===== config.mk =====
export PLATFORM = sky130hd
export DESIGN_NAME = product_accumulator
export DESIGN_NICKNAME = d
export VERILOG_FILES = /design/src/rtl/product_accumulator.sv
export SDC_FILE = /design/constraint.sdc
export NUM_CORES = 1
export LEC_CHECK = 0
export ABC_AREA = 1
export BUFFER_PORTS_ARGS = -buffer_cell sky130_fd_sc_hd__buf_2
export CORE_UTILIZATION = 51
export DETAILED_ROUTE_END_ITERATION = 16
export GPL_TIMING_DRIVEN = 0
export PLACE_DENSITY = 0.87
export SLEW_MARGIN = 20
export SYNTH_ARGS = -nofsm -noshare
export SYNTH_HDL_FRONTEND = slang
export SYNTH_SLANG_ARGS = --single-unit

===== constraint.sdc =====
create_clock -name clk -period 1.9 [get_ports clk]
set_clock_uncertainty 0.1 [all_clocks]
set_input_delay 0.095 -clock clk [delete_from_list [all_inputs] [get_ports clk]]
set_output_delay 0.095 -clock clk [all_outputs]
set_load 0.005 [all_outputs]

===== src/rtl/product_accumulator.sv =====
// ---------------------------------------------------------------------------
// product_accumulator
//
// Sums a group of unsigned 16-bit multiplier products into an ACC_W-bit
// accumulator. It reports the sum, the beat count and a sticky overflow flag
// once the last beat of the group arrives.
//
// Parameters
//   ACC_W      accumulator width, legal range 16..32 (default 24)
//
// Build options
//   PRODUCT_ACC_SATURATE_EN  when defined, an overflowing accumulator is
//                            clamped to 2^ACC_W-1. When undefined, the
//                            accumulator wraps modulo 2^ACC_W. In both
//                            builds ovf is set.
//
// Ports
//   clk        rising-edge clock
//   rst_n      asynchronous active-low reset
//   in_valid   a product beat is present on product/in_last
//   in_ready   block can take a beat (high in IDLE and ACCUM, and in reset)
//   product    unsigned 8x8 multiplier result
//   in_last    final beat of the group (qualified by in_valid)
//   out_valid  group result is available (exactly while in DONE)
//   out_ready  consumer takes the result
//   acc_out    group sum
//   beat_cnt   beats accepted in the group (wraps 255 -> 0)
//   ovf        sticky overflow flag for the current/last group
//   state_dbg  current FSM state encoding (IDLE=0, ACCUM=1, DONE=2)
//
// Handshake: a transfer happens on a rising edge where valid and ready are
// both 1. Valid without ready has no effect, and payload is ignored when no
// transfer happens. On the input side, ready does not depend on valid. On the
// output side, acc_out/beat_cnt/ovf stay stable while out_valid=1 and
// out_ready=0. In the cycle the result is taken, in_ready is 0, so a new group
// can start at the earliest on the cycle after that.
// ---------------------------------------------------------------------------
module product_accumulator #(
    parameter int ACC_W = 24
) (
    input  logic             clk,
    input  logic             rst_n,
    input  logic             in_valid,
    output logic             in_ready,
    input  logic [15:0]      product,
    input  logic             in_last,
    output logic             out_valid,
    input  logic             out_ready,
    output logic [ACC_W-1:0] acc_out,
    output logic [7:0]       beat_cnt,
    output logic             ovf,
    output logic [1:0]       state_dbg
);

    localparam int SUM_W = ACC_W + 1;

    typedef enum logic [1:0] {
        S_IDLE  = 2'd0,
        S_ACCUM = 2'd1,
        S_DONE  = 2'd2
    } state_t;

    state_t           state;
    logic             accept;
    logic [SUM_W-1:0] sum;
    logic             sum_carry;
    logic [ACC_W-1:0] acc_next;

    assign in_ready  = (state != S_DONE);
    assign out_valid = (state == S_DONE);
    assign state_dbg = state;
    assign accept    = in_valid && in_ready;

    // One extra bit holds the carry, so an overflow can be detected
    // before it is lost.
    assign sum       = {1'b0, acc_out} + SUM_W'(product);
    assign sum_carry = sum[ACC_W];

    always_comb begin
        acc_next = sum[ACC_W-1:0];
`ifdef PRODUCT_ACC_SATURATE_EN
        // Once at full scale, every further add carries again and stays
        // clamped, so the group keeps the maximum until it ends.
        if (sum_carry) begin
            acc_next = '1;
        end
`endif
    end

    always_ff @(posedge clk or negedge rst_n) begin
        if (!rst_n) begin
            state    <= S_IDLE;
            acc_out  <= '0;
            beat_cnt <= '0;
            ovf      <= 1'b0;
        end else begin
            case (state)
                S_IDLE: begin
                    // The first beat starts a fresh group: load, do not add.
                    if (accept) begin
                        acc_out  <= ACC_W'(product);
                        beat_cnt <= 8'd1;
                        ovf      <= 1'b0;
                        state    <= in_last ? S_DONE : S_ACCUM;
                    end
                end
                S_ACCUM: begin
                    if (accept) begin
                        acc_out  <= acc_next;
                        beat_cnt <= beat_cnt + 8'd1;
                        if (sum_carry) begin
                            ovf <= 1'b1;
                        end
                        if (in_last) begin
                            state <= S_DONE;
                        end
                    end
                end
                S_DONE: begin
                    // Results stay held here and through IDLE until the
                    // next group's first beat.
                    if (out_ready) begin
                        state <= S_IDLE;
                    end
                end
                default: begin
                    state <= S_IDLE;
                end
            endcase
        end
    end

endmodule


* Word level (Yosys, flattened, before mapping)
Cells that the tools add are included.
** Word-level totals
- Output and inout port bits :: 37
- Bits in registers :: 35
- Input bits :: 21
- Word-level logic and storage cells :: 36
** Cells by class
- Multiplexer cells :: 16
- Reduce and logical (&&, ||, !) cells :: 6
- Add/subtract/negate cells :: 2
- Equality and inequality tests :: 8
** Operator list (count)
- 24-bit 2-to-1 mux :: 2
- 24-bit one-hot mux with 2 select lines :: 1
- 24-bit by 16-bit adder with 25-bit output :: 1
- 8-bit 2-to-1 mux :: 2
- 8-bit one-hot mux with 2 select lines :: 1
- 2-bit 2-to-1 mux :: 5
- 2-bit != test, second input constant :: 5
- 8-bit by 1-bit adder with 8-bit output, second input constant :: 1
- 4-bit AND reduction :: 2
- 2-bit one-hot mux with 3 select lines :: 1
- 1-bit 2-to-1 mux :: 3
- 3-bit AND reduction :: 1
- 2-bit by 1-bit == test with 1-bit output, second input constant :: 1
- 2-bit == test, second input constant :: 1
- 2-bit logical NOT :: 1
- 2-bit by 1-bit != test with 1-bit output, second input constant :: 1
- 1-bit one-hot mux with 2 select lines :: 1
- 2-bit nonzero test :: 1
- 1-bit logical AND :: 1

* Logic depth before layout (Yosys ltp)
Gate-level depths: netlist (run 1).
- Word-level depth :: 4
- Depth in mapped cells :: 15
- Gate-level depth less buffers :: 15

* Worst setup path before layout (run 1)
Ideal clock, no wire load.
- Path type :: register to register
- Start :: reg acc_out[0]
- End :: reg ovf
- Path buffers :: 0
- Setup time :: 0.116 ns
- Path slack :: -0.022 ns
- Stages on the path, launching flop included :: 16
- Arrival :: 1.706 ns
- Data required time :: 1.684 ns
- Clock period less this slack :: 1.922 ns
- Cells stage by stage :: dfrtp_1 -> ha_1 -> inv_1 -> fa_1 -> inv_1 -> nand2_1 -> nand2_1 -> nand3_1 -> nand2_1 -> nand2_1 -> nand2_1 -> nand2_1 -> nand2_1 -> nand2_1 -> nand2_1 -> nand2_1
** Between the ends
- Cells in the longest elaborated chain, start to end :: 3
** RTL lines
- start, declared :: line 49 : output logic [ACC_W-1:0] acc_out,
- start signal, assigned :: line 101 : acc_out <= ACC_W'(product);
- start signal, assigned :: line 109 : acc_out <= acc_next;
- 24-bit by 16-bit adder with 25-bit output :: line 76 : assign sum = {1'b0, acc_out} + SUM_W'(product);
- 2-bit != test (no source line)
- 4-bit AND reduction (no source line)
- end signal, assigned :: line 95 : ovf <= 1'b0;
- end signal, assigned :: line 103 : ovf <= 1'b0;
- end signal, assigned :: line 112 : ovf <= 1'b1;
- end, declared :: line 51 : output logic ovf,
No other way between the ends.
A chain may end at the register's enable or synchronous reset.

* Worst setup path in the final report (run 1)
- Start :: reg acc_out[6]
- End :: reg acc_out[8]
** Between the ends
- Cells in the longest elaborated chain, start to end :: 3
** RTL lines
- 24-bit by 16-bit adder with 25-bit output :: line 76
- 24-bit 2-to-1 mux :: line 108 : if (accept) begin
- 24-bit one-hot mux with 2 select lines :: line 97 : case (state)
No other way between the ends. The select of a mux whose other input is x is not followed.

==> results of run 1 <==
registers in the layout, indices dropped and copies added (netlist names):
name       flops
acc_out       24
beat_cnt       8
state_dbg      2
ovf            1
metal layers:
layer,wire (um),track usage,part of all wire,vias up
li1,-,-,-,1635
met1,3710,0.354,0.39,1623
met2,4800,0.506,0.50,175
met3,635,0.0506,0.067,36
met4,361,0.115,0.038,0
met5,0,0,0,-
kinds of logic (layout without fill, tap and decap cells):
group | Yosys count | in the layout
compound gates | 51 | 51
flops | 35 | 35
simple gates | 281 | 281
xor+xnor | 4 | 4
fa+ha+maj | 18 | 18
buf+inv | 79 | 162
stage by stage:
stage | hold slack [ns] | cell area (um2) | TNS [ns] | utilization | std cells
finish | -0.0104 | 4020 | -0.0615 | 0.726 | 623
global route | 0.0296 | 4020 | -0.740 | 0.726 | 623
CTS | 0.00358 | 3630 | -0.0419 | 0.654 | 618
detailed placement | 0.132 | 3320 | -1.03 | 0.598 | 597
global placement | 0.131 | 3320 | -0.643 | 0.598 | 597
floorplan | -0.301 | 2940 | 0 | - | 468
layout by cell type (no fill, tap or decap), types with 3 or more instances in the layout:
cell and n:
a21oi_1 22, o21ai_0 14, clkbuf_8 5, dfrtp_1 35, buf_6 3, a21oi_2 5
buf_4 11, o21ai_1 4, nand3_2 12, and2_1 4, nor3_1 6, nand2_2 21
nand3_1 22, ha_4 15, nor2_4 6, buf_2 60, nand2_4 3, o211ai_1 4
nor2_2 8, nor3_2 5, nand2_1 139, nor2_1 45, dlygate4sd3_1 8, inv_1 68
worst min-delay path by stage:
stage / slack (ns) / endpoint / startpoint
2_1_floorplan: -0.30 / acc_out[0] / rst_n
3_3_place_gp: 0.13 / acc_out[1] / rst_n
3_5_place_dp: 0.13 / acc_out[4] / rst_n
4_1_cts: 0.004 / acc_out[6] / product[6]
5_1_grt: 0.03 / acc_out[1] / product[1]
6_report: -0.01 / acc_out[1] / product[1]
where the power goes:
| group | leakage, nW | internal [mW] | total [mW] | switching (mW) |
|---|---|---|---|---|
| Clock | 0.0587 | 0.398 | 0.724 | 0.325 |
| Sequential | 0.447 | 0.965 | 1.24 | 0.274 |
| Combinational | 1.60 | 1.40 | 3.36 | 1.96 |
| Total | 2.11 | 2.76 | 5.32 | 2.56 |
critical path, stage by stage, from the launching register on:
cell	delay [ns]
dfrtp_1	0.43
ha_4	0.26
nand2_4	0.09
inv_1	0.05
nand2_1	0.07
nand2_1	0.09
inv_1	0.08
nand2_2	0.07
buf_4	0.13
buf_6	0.11
xor2_2	0.13
o21ai_1	0.15
nand2_1	0.07
timing repair:
| item | CTS | global route |
|---|---|---|
| gates cloned | 0 | 0 |
| setup buffers | 5 | 5 |
| gates resized for setup | 12 | 72 |
| hold endpoints to repair | 41 | 0 |
| hold buffers | 8 | 0 |
| setup endpoints to repair | 12 | 20 |
| pin swaps | 3 | 16 |
final cells by class:
type,instances,area share
buffer,8,0.0131
clock buffer,5,0.0171
clock inverter,3,0.0118
inverter,71,0.0669
multi-input combinational,354,0.540
sequential,35,0.218
tap,72,0.0224
timing repair buffer,75,0.111
==> out/metrics.csv, run 1 <==
metric;value;unit
clkTransAtPathRegs;0.08;ns
die_area;6060;um2
hold_slack;-0.0104;ns
gr-usage-all-layers;0.291;
finalNetCount;589;
drv_slew;0;
drive_gt1_frac;0.305;
min_path_cells;3;
rsz0062_at_grt;yes;
diodes;0;
start_kind;flop;
cap_violations;0;
nFillCells;422;
netlist_top_cells_count;nand2_1, inv_1, nor2_1, nand3_1, dfrtp_1;
worst_pin_slew;0.820;ns
path_class;reg2reg;
synth_edf_count;0;
syn_nets;507;
clock_latency;0.30;ns
rrSetupSlack;-0.03;ns
critPathLaunch;acc_out[6];
dp.final_hpwl;6070;um
cts.sinks;35;
areaGrowthSynthToFinish;37.0;%
synthArstFlopShare;1.00;
synth_compound_area_frac;0.0921;
yosys_warnings;0;
ant_nets;0;
portBuffers;57;
grt_pass1_wl;14000;um
ys.flop_type;dfrtp_1;
min_period;1.93;ns
crit_path_end;acc_out[8];
yosys.area_share.simple;0.409;
clockBufferDepth;2;
synth_top_family_by_area;simple AND/OR/NAND/NOR gates;
synth_xor_area_frac;0.0119;
cts-root-buf;clkbuf_8;
seq_area_frac_synth;0.298;
hold_path.class;in2reg;
route.vias.total;3469;
initial_core_util;0.530;
finalSetupViolations;3;
yosysUniqueCellTypes;31;
core;5540;um2
row_count;27;
ff2ff_path_depth;12;
routed_wl;9510;um
reg2reg_to;acc_out[8];
cts_tree;yes;
cp.arrival;2.03;ns
synthCells;468;
die_h;77.9;um
cts_buffers;5;
violations;hold timing, setup timing;
grt_max_degree;36;
pwr_density_cell;1320;nW/um2
cp.required;2.00;ns
power.total;5.32;mW
grt-ovfl-total;0;
firstDrtPassIters;5;
synthAdderAreaFrac;0.0793;
multi_input_area;2170;um2
h-tree-depth;2;
yosys_register_bits;35;
crit_path_end_kind;flop;
antenna_found_initial;0;
syn_area_per_cell;6.27;um2
seqCellArea;876;um2
finalHoldViolCount;1;
via_per_inst;5.57;
chipWidth;77.9;um
max_slew_margin;0.453;
total_leakage_power;2.11;nW
setup_slack;-0.0288;ns
grt_pass1_vias;3182;
peakVddDrop;683;uV
yosys.area.top_type;dfrtp_1;
wire_per_inst;15.3;um
synthesis.area;2940;um2
timing.fmax;0.518;GHz
yosysTopAreaCellShare;0.298;
io_pins;58;
yosysMostFrequentCell;nand2_1;
yosys-mux-area-fraction;0;
cp_max_fo;4;
fin_crit_sh;1.02;
finalWeightedCongestion;0.942;
route.detailed.drc;0;
place_ws;-0.262;ns
status;finished, violations left;
initialDrtViolationCount;288;
rr_startpoint;acc_out[6];
synth.area.top_cells;dfrtp_1, nand2_1, inv_1, ha_1, nor2_1;
No activity file was read; power rests on OpenSTA's default activity.
==> run 2: changes to the inputs <==
Settings changed: ABC_AREA 1 to unset, CORE_UTILIZATION 51 to 49, GPL_ROUTABILITY_DRIVEN set to 0, PLACE_DENSITY 0.87 to 0.86.
==> out/metrics.csv, run 2 <==
metric;value;unit;change
status;finished, violations left;;unchanged
violations;setup timing;;was hold timing, setup timing
cts-root-buf;clkbuf_8;;unchanged
clock_latency;0.30;ns;about the same
place_ws;-0.780;ns;was -0.262 ns
cts_buffers;5;;unchanged
critPathMaxStageDelay;0.41;ns;was 0.43 ns
syn_area_per_cell;9.06;um2;was 6.27 um2
peakVddDrop;746;uV;was 683 uV
h-tree-depth;2;;unchanged
yosysTopAreaCellShare;0.350;;was 0.298
finalHoldViolCount;0;;was 1
pwr_density_cell;1290;nW/um2;was 1320 nW/um2
dp.cells;400;;was 597
worst_pin_slew;0.807;ns;was 0.820 ns
grt_max_degree;36;;unchanged
drive_gt1_frac;0.375;;was 0.305
cts_tree;yes;;unchanged
gr-usage-all-layers;0.279;;was 0.291
die_area;5390;um2;was 6060 um2
largest_reg_flops;24;;unchanged
cap_violations;0;;unchanged
yosys_warnings;0;;unchanged
wire_per_inst;18.1;um;was 15.3 um
start_kind;flop;;unchanged
synthesis.area;2500;um2;was 2940 um2
setup_slack;-0.687;ns;was -0.0288 ns
clockBufferDepth;2;;unchanged
syn_nets;315;;was 507
total_leakage_power;1.67;nW;was 2.11 nW
netlist_top_cells_count;dfrtp_1, nand2_1, nor2_1, ha_1, o21ai_0;;was nand2_1, inv_1, nor2_1, nand3_1, dfrtp_1
yosysMostFrequentCell;dfrtp_1;;was nand2_1
yosys.area.top_type;dfrtp_1;;unchanged
path_class;reg2reg;;unchanged
yosys_register_bits;35;;unchanged
synth_edf_count;0;;unchanged
crit_path_end_kind;flop;;unchanged
place_area;2890;um2;was 3320 um2
design_area;3480;um2;was 4020 um2
dp.final_hpwl;4510;um;was 6070 um
timing.fmax;0.387;GHz;was 0.518 GHz
core;4820;um2;was 5540 um2
row_count;25;;was 27
drv_slew;0;;unchanged
max_slew_margin;0.462;;was 0.453
synthCells;276;;was 468
areaGrowthSynthToFinish;39.0;%;was 37.0%
fin_cells;440;;was 623
io_pins;58;;unchanged
synthArstFlopShare;1.00;;unchanged
cp.arrival;2.67;ns;was 2.03 ns
ys.flop_type;dfrtp_1;;unchanged
initial_core_util;0.519;;was 0.530
finalSetupViolations;21;;was 3
route.detailed.drc;0;;unchanged
hold_path.class;in2reg;;unchanged
via_per_inst;6.08;;was 5.57
critical-path-top-delay-family;compound AO/OA/AOI/OAI gates;;was flip-flops
cts.sinks;35;;unchanged
clkTransAtPathRegs;0.08;ns;about the same
seq_area_frac_synth;0.350;;was 0.298
die_h;73.4;um;was 77.9 um
min_period;2.59;ns;was 1.93 ns
regMostFlops;acc_out;;unchanged
grt_pass1_wl;11600;um;was 14,000 um
firstDrtPassIters;5;;unchanged
final_cell_mix;buf_2, dfrtp_1, nand2_1;;was nand2_1, inv_1, buf_2
ant_nets;0;;unchanged
cp_slowest_cell;dfrtp_1;;unchanged
synth.area.top_cells;dfrtp_1, ha_1, nand2_1, mux2i_1, nor2_1;;was dfrtp_1, nand2_1, inv_1, ha_1, nor2_1
diodes;0;;unchanged
routed_wl;7950;um;was 9510 um
grt-ovfl-total;0;;unchanged
rsz0062_at_grt;yes;;unchanged
cp_max_fo;2;;was 4
cp.required;1.99;ns;was 2.00 ns
layout_commonest_cell;buf_2;;was nand2_1
chipWidth;73.4;um;was 77.9 um
finalNetCount;411;;was 589
route.vias.total;2675;;was 3,469
fin_crit_sh;1.36;;was 1.02
path_buf_inv;2;;was 4
yosysUniqueCellTypes;56;;was 31
initialDrtViolationCount;327;;was 288
crit_chain;ha_4 > inv_2 > fa_2 > nor2b_4 > o21ai_2 > a21boi_2 > buf_4 > nor4_4 > o21bai_1 > a311o_1 > a31oi_1 > nor2_1;;was ha_4 > nand2_4 > inv_1 > nand2_1 > nand2_1 > inv_1 > nand2_2 > buf_4 > buf_6 > xor2_2 > o21ai_1 > nand2_1
antenna_found_initial;0;;unchanged
portBuffers;57;;unchanged
grt_pass1_vias;2444;;was 3,182
run 2: cell count changes after synthesis, sizes merged, moves of 10 or more:
| cell | previous run | this run |
|---|---|---|
| nand3 | 36 | 6 |
| o21ai | 18 | 30 |
| inv | 71 | 9 |
| nand2 | 163 | 29 |
| mux2i | 0 | 10 |
| nor2 | 59 | 26 |
run 2: worst paths after layout:
kind | from | to | cells past startpoint | slack [ns]
min in group asynchronous | rst_n | acc_out[17] | 2 | 0.32
hold / removal | product[12] | acc_out[12] | 3 | 0.0001
hold reg to reg | beat_cnt[6] | beat_cnt[6] | 1 | 0.41
max in group asynchronous | rst_n | acc_out[4] | 2 | 0.87
setup reg to reg | acc_out[0] | acc_out[10] | 12 | -0.69
setup / recovery | acc_out[0] | acc_out[10] | 12 | -0.69
run 2: final cells by class:
type                            count  area (um2)
Inverter                            9        33.8
Clock inverter                      3        43.8
Multi-Input combinational cell    220        1740
Timing Repair Buffer               91         569
Tap cell                           67        83.8
Sequential cell                    35         876
Buffer                             10        58.8
Clock buffer                        5        68.8
Fill cell                         347        1340
run 2: metrics by stage:
| step | utilization | hold slack, ns | setup TNS (ns) | power (mW) |
|---|---|---|---|---|
| 2_1_floorplan | - | -0.301 | -4.62 | 2.51 |
| 3_3_place_gp | 0.600 | 0.123 | -7.30 | 2.95 |
| 3_5_place_dp | 0.600 | 0.124 | -8.21 | 3.02 |
| 4_1_cts | 0.696 | 0.0142 | -8.14 | 4.18 |
| 5_1_grt | 0.722 | 0.0290 | -11.61 | 4.73 |
| 6_report | 0.722 | 0.000113 | -10.16 | 4.50 |
run 2: tightest hold or removal path, delay by kind of cell:
family	cells	cell delay (ns)
muxes	1	0.06
buffers and inverters	1	0.09
AOI/OAI and AO/OA	1	0.12
run 2: power breakdown:
| group | switching (mW) | leakage, nW | internal, mW |
|---|---|---|---|
| Clock | 0.319 | 0.0581 | 0.391 |
| Sequential | 0.217 | 0.449 | 0.923 |
| Combinational | 1.34 | 1.16 | 1.30 |
| Total | 1.88 | 1.67 | 2.62 |
run 2: what timing repair did:
| action | 4_1_cts | 5_1_grt |
|---|---|---|
| resized for setup | 28 | 18 |
| endpoints found under the hold margin | 38 | 0 |
| endpoints found under the setup margin | 22 | 30 |
| buffers inserted | 18 | 12 |
| hold buffers | 7 | 0 |
| pin swaps | 24 | 21 |
run 2: logic make-up after synthesis:
group | synth area share
muxes | 0.0641
AOI/OAI and AO/OA | 0.237
and+or+nand+nor | 0.165
adders and majority gates | 0.0931
xor gates and xnor gates | 0.0491
buffers and inverters | 0.0415
DFF | 0.350
run 2: metal layers:
| layer | up-vias | routed length (um) | GRT usage | share of wire |
|---|---|---|---|---|
| li1 | 1204 | - | - | - |
| met1 | 1260 | 3140 | 0.369 | 0.39 |
| met2 | 170 | 3960 | 0.468 | 0.50 |
| met3 | 41 | 580 | 0.0508 | 0.073 |
| met4 | 0 | 273 | 0.0833 | 0.034 |
| met5 | - | 0 | 0 | 0 |
==> run 3: changes to the inputs <==
Settings changed: ABC_AREA set to 1, CORE_UTILIZATION 49 to 51, PLACE_DENSITY 0.86 to 0.87.
==> out/metrics.csv, run 3 (synthesis gave the netlist of run 1 again) <==
metric;value;unit;change
routed_wl;9780;um;was 7950 um
ant_nets;0;;unchanged
cts_tree;yes;;unchanged
cp_max_fo;5;;was 2
ff2ff_path_depth;10;;was 12
crit_path_end_kind;flop;;unchanged
nFillCells;421;;was 347
critPathMaxStageDelay;0.43;ns;was 0.41 ns
row_count;27;;was 25
rrSetupSlack;-0.14;ns;was -0.69 ns
design_area;4070;um2;was 3480 um2
finalHoldViolCount;0;;unchanged
grt_max_degree;36;;unchanged
regMostFlops;acc_out;;unchanged
cap_violations;0;;unchanged
min_period;2.04;ns;was 2.59 ns
initialDrtViolationCount;358;;was 327
cp_slowest_cell;dfrtp_1;;unchanged
final_cell_mix;nand2_1, inv_1, buf_2;;was buf_2, dfrtp_1, nand2_1
finalSetupTns;-0.582;ns;was -10.16 ns
cts_buffers;5;;unchanged
reg2reg_to;acc_out[16];;was acc_out[10]
total_leakage_power;2.17;nW;was 1.67 nW
die_h;77.9;um;was 73.4 um
fin_util;0.735;;was 0.722
cp.arrival;2.17;ns;was 2.67 ns
route.vias.total;3572;;was 2,675
grt_pass1_vias;3082;;was 2,444
firstDrtPassIters;6;;was 5
clockBufferDepth;2;;unchanged
min_path_cells;3;;unchanged
cts-root-buf;clkbuf_8;;unchanged
peakVddDrop;736;uV;was 746 uV
diodes;0;;unchanged
place_area;3320;um2;was 2890 um2
largest_reg_flops;24;;unchanged
min_to;acc_out[1];;was acc_out[12]
drive_gt1_frac;0.305;;was 0.375
max_slew_margin;0.459;;was 0.462
setup_slack;-0.140;ns;was -0.687 ns
drv_slew;0;;unchanged
h-tree-depth;2;;unchanged
initial_core_util;0.530;;was 0.519
timing.fmax;0.490;GHz;was 0.387 GHz
status;finished, violations left;;unchanged
violations;setup timing;;unchanged
io_pins;58;;unchanged
rsz0062_at_grt;yes;;unchanged
cp.required;2.03;ns;was 1.99 ns
grt_pass1_wl;13400;um;was 11,600 um
gr-usage-all-layers;0.282;;was 0.279
rr_startpoint;acc_out[14];;was acc_out[0]
hold_slack;0.00367;ns;was 0.000113 ns
start_kind;flop;;unchanged
hp-start;product[1];;was product[12]
chipWidth;77.9;um;was 73.4 um
fin_crit_sh;1.07;;was 1.36
hold_path.class;in2reg;;unchanged
worst_pin_slew;0.812;ns;was 0.807 ns
critPathMostFrequentCell;nor2_1;;
clock_latency;0.30;ns;about the same
route.detailed.drc;0;;unchanged
areaGrowthSynthToFinish;38.7;%;was 39.0%
layout_commonest_cell;nand2_1;;was buf_2
core;5540;um2;was 4820 um2
finalNetCount;598;;was 411
path_class;reg2reg;;unchanged
cts.sinks;35;;unchanged
portBuffers;57;;unchanged
pwr_density_cell;1320;nW/um2;was 1290 nW/um2
antenna_found_initial;0;;unchanged
die_area;6060;um2;was 5390 um2
dp.final_hpwl;5870;um;was 4510 um
crit_chain;ha_4 > nand2_1 > nor2_1 > and2_1 > nand2_2 > nand2_4 > buf_12 > buf_6 > a21oi_2 > nor2_1;;was ha_4 > inv_2 > fa_2 > nor2b_4 > o21ai_2 > a21boi_2 > buf_4 > nor4_4 > o21bai_1 > a311o_1 > a31oi_1 > nor2_1
wire_per_inst;15.5;um;was 18.1 um
clkTransAtPathRegs;0.09;ns;was 0.08 ns
via_per_inst;5.65;;was 6.08
grt-ovfl-total;0;;unchanged
finalSetupViolations;9;;was 21
## run 3: cell types whose count changed in the layout (fill, tap and decap cells not counted), moves of 9 or more
cell     before  now
a21oi_1      14   23
ha_4          5   15
inv_1         8   67
mux2i_1      10    0
nand2_1      28  142
nand2_2       1   15
nand3_1       6   26
nor2_1       25   46
nor2_2        0   10
## run 3: layout make-up
type                            instances  area, um2  area share
Inverter                               71        269      0.0661
Clock buffer                            6       82.6      0.0203
Buffer                                  8       52.6      0.0129
Timing Repair Buffer                   84        528       0.130
Sequential cell                        35        876       0.215
Tap cell                               72       90.1      0.0221
Multi-Input combinational cell        354       2160       0.530
Clock inverter                          2       16.3     0.00400
## run 3: stage by stage
| stage | power [mW] | setup WS (ns) | std cells |
|---|---|---|---|
| floorplan | 2.89 | 0.000765 | 468 |
| global placement | 3.52 | -0.231 | 597 |
| detailed placement | 3.60 | -0.236 | 597 |
| CTS | 4.38 | -0.0361 | 618 |
| global route | 5.71 | -0.203 | 632 |
| finish | 5.36 | -0.140 | 632 |
## run 3: repair_timing
action                                  4_1_cts  5_1_grt
hold endpoints to repair                     41        0
resized for setup                            13       69
endpoints found under the setup margin       12       20
pin swaps                                     4       14
hold buffers                                  8        0
setup buffers                                 5       14
## run 3: power by group
group / internal (mW) / switching [mW]
Sequential: 0.965 / 0.277
Combinational: 1.48 / 2.02
Clock: 0.297 / 0.327
## run 3: per-layer routing
| metal | track usage | wire length, um | up-vias |
|---|---|---|---|
| met3 | 0.0529 | 802 | 69 |
| met1 | 0.337 | 3710 | 1630 |
| met4 | 0.115 | 510 | 0 |
| met2 | 0.495 | 4760 | 228 |
| li1 | - | - | 1645 |
| met5 | 0 | 0 | - |
## run 3: worst max-delay path by stage
stage / slack [ns] / endpoint / startpoint / cells past startpoint
2_1_floorplan: 0.0008 / ovf / acc_out[0] / 15
3_3_place_gp: -0.23 / ovf / acc_out[0] / 15
3_5_place_dp: -0.24 / ovf / acc_out[0] / 15
4_1_cts: -0.04 / ovf / acc_out[0] / 15
5_1_grt: -0.20 / ovf / acc_out[14] / 11
6_report: -0.14 / acc_out[16] / acc_out[14] / 10
## run 3: worst max-delay path: cells and delay by family (launching register included)
family,cells,cell delay [ns]
AND/OR/NAND/NOR,6,0.90
flip-flops,1,0.43
adder cells (fa/ha/maj),1,0.32
buffers and inverters,2,0.19
AO/OA/AOI/OAI,1,0.04
